`src/rtl/ex_operand_stage.sv`:
```
// ex_operand_stage: two-entry in-order operand buffer sitting between decode
// and the ALU. Operand forwarding from the MEM and WB buses is resolved once,
// in the cycle a beat is captured. Held entries are never re-forwarded, because
// upstream hazard logic stalls any dependent instruction. The head entry drives
// the ALU outputs directly from registers.
module ex_operand_stage (
   input  logic        clk,
   input  logic        rst,
   // decoded instruction in
   input  logic        in_valid,
   output logic        in_ready,
   input  logic [4:0]  in_alu_op,
   input  logic [4:0]  in_rs1_addr,
   input  logic [4:0]  in_rs2_addr,
   input  logic [31:0] in_rs1_data,
   input  logic [31:0] in_rs2_data,
   input  logic [31:0] in_imm,
   input  logic        in_use_imm,
   input  logic        in_use_pc,
   input  logic [31:0] in_pc,
   input  logic [4:0]  in_rd_addr,
   input  logic        in_reg_write,
   // forward buses
   input  logic        mem_fwd_en,
   input  logic [4:0]  mem_fwd_rd,
   input  logic [31:0] mem_fwd_data,
   input  logic        wb_fwd_en,
   input  logic [4:0]  wb_fwd_rd,
   input  logic [31:0] wb_fwd_data,
   // control
   input  logic        flush,
   // head entry out to the ALU
   output logic        out_valid,
   input  logic        out_ready,
   output logic [4:0]  out_alu_op,
   output logic [31:0] out_a,
   output logic [31:0] out_b,
   output logic [31:0] out_store_data,
   output logic [4:0]  out_rd_addr,
   output logic        out_reg_write,
   output logic [1:0]  occupancy
);

   // The encoding of each state is its entry count.
   typedef enum logic [1:0] {
      EMPTY = 2'd0,
      ONE   = 2'd1,
      TWO   = 2'd2
   } state_t;

   typedef struct packed {
      logic [4:0]  alu_op;
      logic [31:0] a;
      logic [31:0] b;
      logic [31:0] store_data;
      logic [4:0]  rd_addr;
      logic        reg_write;
   } entry_t;

   state_t state_q;
   state_t state_nxt;
   entry_t head_q;
   entry_t tail_q;
   entry_t new_entry;
   logic   in_ready_q;
   logic   accept;
   logic   retire;
   logic [31:0] rs1_fwd;
   logic [31:0] rs2_fwd;

   // Resolve one source operand. x0 always reads zero, and MEM is younger
   // than WB, so MEM wins when both buses match.
   function automatic logic [31:0] resolve_src(
      input logic [4:0]  rs,
      input logic [31:0] rf_data,
      input logic        m_en,
      input logic [4:0]  m_rd,
      input logic [31:0] m_data,
      input logic        w_en,
      input logic [4:0]  w_rd,
      input logic [31:0] w_data
   );
      logic [31:0] val;
      if (rs == 5'd0)
         val = 32'd0;
      else if (m_en && (m_rd == rs))
         val = m_data;
      else if (w_en && (w_rd == rs))
         val = w_data;
      else
         val = rf_data;
      return val;
   endfunction

   assign accept = in_valid && in_ready_q;
   assign retire = (state_q != EMPTY) && out_ready;

   assign rs1_fwd = resolve_src(in_rs1_addr, in_rs1_data, mem_fwd_en, mem_fwd_rd,
                                mem_fwd_data, wb_fwd_en, wb_fwd_rd, wb_fwd_data);
   assign rs2_fwd = resolve_src(in_rs2_addr, in_rs2_data, mem_fwd_en, mem_fwd_rd,
                                mem_fwd_data, wb_fwd_en, wb_fwd_rd, wb_fwd_data);

   // Build the entry that would be captured this cycle.
   always_comb begin
      new_entry.alu_op     = in_alu_op;
      new_entry.a          = in_use_pc  ? in_pc  : rs1_fwd;
      new_entry.b          = in_use_imm ? in_imm : rs2_fwd;
      new_entry.store_data = rs2_fwd;
      new_entry.rd_addr    = in_rd_addr;
      new_entry.reg_write  = in_reg_write;
   end

   // Next state: flush overrides accept and retire.
   always_comb begin
      // NOTE: default first so every path assigns state_nxt and no latch is inferred.
      state_nxt = state_q;
      unique case (state_q)
         EMPTY: if (accept) state_nxt = ONE;
         ONE: begin
            if (accept && !retire)      state_nxt = TWO;
            else if (!accept && retire) state_nxt = EMPTY;
         end
         TWO:     if (retire) state_nxt = ONE;
         default: state_nxt = EMPTY;
      endcase
      if (flush) state_nxt = EMPTY;
   end

   // State, registered in_ready and entry storage. Reset has priority over
   // flush, accept and retire.
   always_ff @(posedge clk) begin
      // NOTE: sequential state uses non-blocking assignments so every register
      // samples the values from before this edge.
      if (rst) begin
         state_q    <= EMPTY;
         in_ready_q <= 1'b1;
         // NOTE: entries are only two registers deep and must read as zero
         // after reset, so they are reset along with the control state.
         head_q     <= '0;
         tail_q     <= '0;
      end else begin
         state_q    <= state_nxt;
         in_ready_q <= (state_nxt != TWO);
         if (!flush) begin
            unique case (state_q)
               EMPTY: if (accept) head_q <= new_entry;
               ONE: begin
                  if (accept && retire) head_q <= new_entry;
                  else if (accept)      tail_q <= new_entry;
               end
               TWO:     if (retire) head_q <= tail_q;
               default: ;
            endcase
         end
      end
   end

   assign in_ready       = in_ready_q;
   assign out_valid      = (state_q != EMPTY);
   assign occupancy      = state_q;
   assign out_alu_op     = head_q.alu_op;
   assign out_a          = head_q.a;
   assign out_b          = head_q.b;
   assign out_store_data = head_q.store_data;
   assign out_rd_addr    = head_q.rd_addr;
   // A stale head left behind after a retire or flush must never write the register file.
   assign out_reg_write  = head_q.reg_write && out_valid;

endmodule

```
`config.mk`:
```
export PLATFORM = sky130hd
export DESIGN_NAME = ex_operand_stage
export DESIGN_NICKNAME = d
export VERILOG_FILES = /design/src/rtl/ex_operand_stage.sv
export SDC_FILE = /design/constraint.sdc
export NUM_CORES = 1
export LEC_CHECK = 0
export ABC_AREA = 1
export CAP_MARGIN = 20
export CORE_ASPECT_RATIO = 1.2
export CORE_MARGIN = 3
export CORE_UTILIZATION = 50
export DETAILED_ROUTE_END_ITERATION = 16
export DONT_BUFFER_PORTS = 1
export HOLD_SLACK_MARGIN = 0.1
export PLACE_DENSITY_LB_ADDON = 0.12
export SLEW_MARGIN = 10
export SYNTH_ARGS = -nofsm -noshare
export SYNTH_HDL_FRONTEND = slang
export SYNTH_SLANG_ARGS = --single-unit
```
`constraint.sdc`:
```
create_clock -name clk -period 1.95 [get_ports clk]
set_clock_uncertainty 0.15 [all_clocks]
set_input_delay 0.0975 -clock clk [delete_from_list [all_inputs] [get_ports clk]]
set_output_delay 0.0975 -clock clk [all_outputs]
set_load 0.1 [all_outputs]
```
==> results_dict.tcl <==
set metrics [dict create \
    arrival_ps 2180 \
    io_buffers 0 \
    cp_slowest_cell "dlygate4sd3_1" \
    hold_viol 0 \
    dp_cells 2091 \
    yosysUniqueCellTypes 29 \
    place_area_mm2 0.0129 \
    yosysSeqAreaShare 0.348 \
    fin_crit_ps 1940 \
    synth_flop_cell "dfxtp_1" \
    ir_drop_mv 0.628 \
    crit_buf_inv 4 \
    grt_max_degree 70 \
    die_h_um 179 \
    stdcell_area_mm2 0.0177 \
    crit_path_start_kind "input port" \
    synth_nets 2088 \
    final_nets 2399 \
    area_growth_pct 41.7 \
    worstPathRequired_ps 2190 \
    crit_type "in -> reg" \
    cp_max_fo 22 \
    hold_path_class "in -> reg" \
    cts_buffers 25 \
    place_hpwl_um 32200 \
    synth_top_family_by_area "simple AND/OR/NAND/NOR gates" \
    htree_levels 1 \
    slowest_delay_ps 570 \
    grt_pass1_vias 14100 \
    power.density_mw_per_mm2 791 \
    wl_per_cell_um 20.8 \
    p_leak_nw 8.42 \
    start_util 0.515 \
    synthArstFlopShare 0 \
    max_slew_margin 0.710 \
    final_layout_size_suffix_gt1_frac 0.140 \
    cap_violations 0 \
    overflow 0 \
    root_buffer "clkbuf_16" \
    die_x_um 150 \
    die-area_mm2 0.0269 \
    synth_enable_flop_cells 0 \
    fmax_mhz 516 \
    drc 0 \
    vias 14700 \
    crit_family "buffers and inverters" \
    final_cells 2509 \
    cts_tree "done" \
    syn_inst 1856 \
    ys.warnings.count 0 \
    pin_count 343 \
    hold_slack_ps 79.9 \
    dr.pass1.iters 8 \
    setup_slack_ps 12.4 \
    fin_setup_tns_ps 0 \
    viasPerCell 5.86 \
    totalWireLength_um 52300 \
    setup_viol 0 \
    yosys.area_share.simple 0.272 \
    avgSynthCellArea_um2 6.72 \
    coreArea_mm2 0.0242 \
    status "complete, no violations" \
    cts_num_sinks 217 \
    tightest_slew_ps 435 \
    pre_cts_slack_ps 142 \
    cp-end-kind "register" \
    antenna_found_initial 4 \
    drv_slew 0 \
    grt_pass1_wl_um 77800 \
    synth_xor_xnor_area_share 0.000702 \
    finalCritPeriodShare 0.994 \
    initialDrtViolationCount 1450 \
    layout_commonest_cell "nand2_1" \
    grt_usage 0.366 \
    synthAdderAreaFrac 0 \
    drtAntennaViolNets 0 \
    clock_latency_ps 520 \
    cts.path.max_buffers 3 \
    fillers 1893 \
    place.gp.congestion 0.962 \
    final_cell_mix "nand2_1 (389), dlygate4sd3_1 (352), a21oi_1 (215)" \
    netlist_area_mm2 0.0125 \
    fp-row-count 62 \
    crit_chain "inv_2 -> nand2_1 -> nand2_1 -> nor2_2 -> nand3_4 -> buf_12 -> nor2_2 -> nor2_2 -> dlygate4sd3_1 -> nand2_1 -> dlygate4sd3_1 -> a21oi_1" \
    clk_pin_slew_ps 60 \
    ys_ff_latch 217 \
    rsz0062_at_grt "yes" \
    synthMuxAreaShare 0 \
    synth_compound_area_frac 0.231 \
]
Yosys cell counts (4+ instances only):
master	count	share of area
a21oi_1	217	0.087
a21oi_2	11	0.0077
a31oi_1	10	0.0050
buf_1	9	0.0027
buf_2	55	0.022
buf_4	111	0.067
buf_6	8	0.0072
clkbuf_1	62	0.019
dfxtp_1	217	0.35
inv_1	88	0.026
inv_2	10	0.0030
nand2_1	389	0.12
nand3_1	134	0.054
nand3_2	33	0.026
nand4_1	32	0.016
nor2_1	165	0.050
nor2_2	6	0.0030
nor3_1	4	0.0016
o21ai_0	190	0.076
o21ai_1	33	0.013
o21bai_1	64	0.039
worst min-delay path: cells and delay by family:
family,cells,cell delay (ps)
AOI/OAI and AO/OA,1,130
buffers and inverters,1,170
and+or+nand+nor,3,300
path summary, 6_finish.rpt:
kind,startpoint,end,slack [ps],cells past startpoint
worst max-delay path,in_rs2_addr[4],tail_q[23],10,12
worst min-delay path,in_rs2_addr[2],out_store_data[21],80,5
worst max register to register,occupancy[0],occupancy[0],70,6
worst min register to register,tail_q[0],tail_q[0],310,2
logic make-up after synthesis:
| kind of cell | after synthesis |
|---|---|
| xor+xnor | 1 |
| compound gates | 527 |
| buf+inv | 345 |
| simple gates | 766 |
| flops | 217 |
cell type report:
class,count,area [um^2],share of cell area
Antenna cell,3,7.51,0.000425
Clock buffer,34,749,0.0424
Clock inverter,12,203,0.0115
Inverter,99,389,0.0220
Multi-Input combinational cell,1294,6380,0.361
Sequential cell,217,4360,0.246
Tap cell,320,400,0.0227
Timing Repair Buffer,530,5190,0.294
metal layers:
metal | track usage | up-vias | part of all wire
met1 | 0.443 | 6915 | 0.37
met3 | 0.0647 | 182 | 0.095
met5 | 0 | - | 0.00033
li1 | - | 6688 | -
met2 | 0.614 | 926 | 0.47
met4 | 0.206 | 2 | 0.061
sequential cells by signal (all words and copies together) (netlist names):
register / count
out_b: 32
occupancy: 2
out_store_data: 32
out_rd_addr: 5
tail_q: 107
out_a: 32
in_ready: 1
head_q: 1
out_alu_op: 5
metrics by stage:
step	util	total power [W]
after CTS	0.717	0.0139
after floorplan	-	0.00745
after global routing	0.730	0.0145
after global placement	0.532	0.00788
final	0.730	0.0140
after detailed placement	0.532	0.00789
where the power goes:
part	switching, W	internal [W]	total (W)
clock	0.00198	0.00336	0.00534
combinational	0.00259	0.00127	0.00386
sequential	0.000135	0.00465	0.00478
total	0.00470	0.00928	0.0140
what timing repair did:
item	4_1_cts	5_1_grt
buffers inserted	0	3
endpoints found under the hold margin	217	17
setup endpoints to repair	0	39
resized for setup	0	36
hold buffers	351	19
Note: power is estimated with default switching activity, not from simulation.
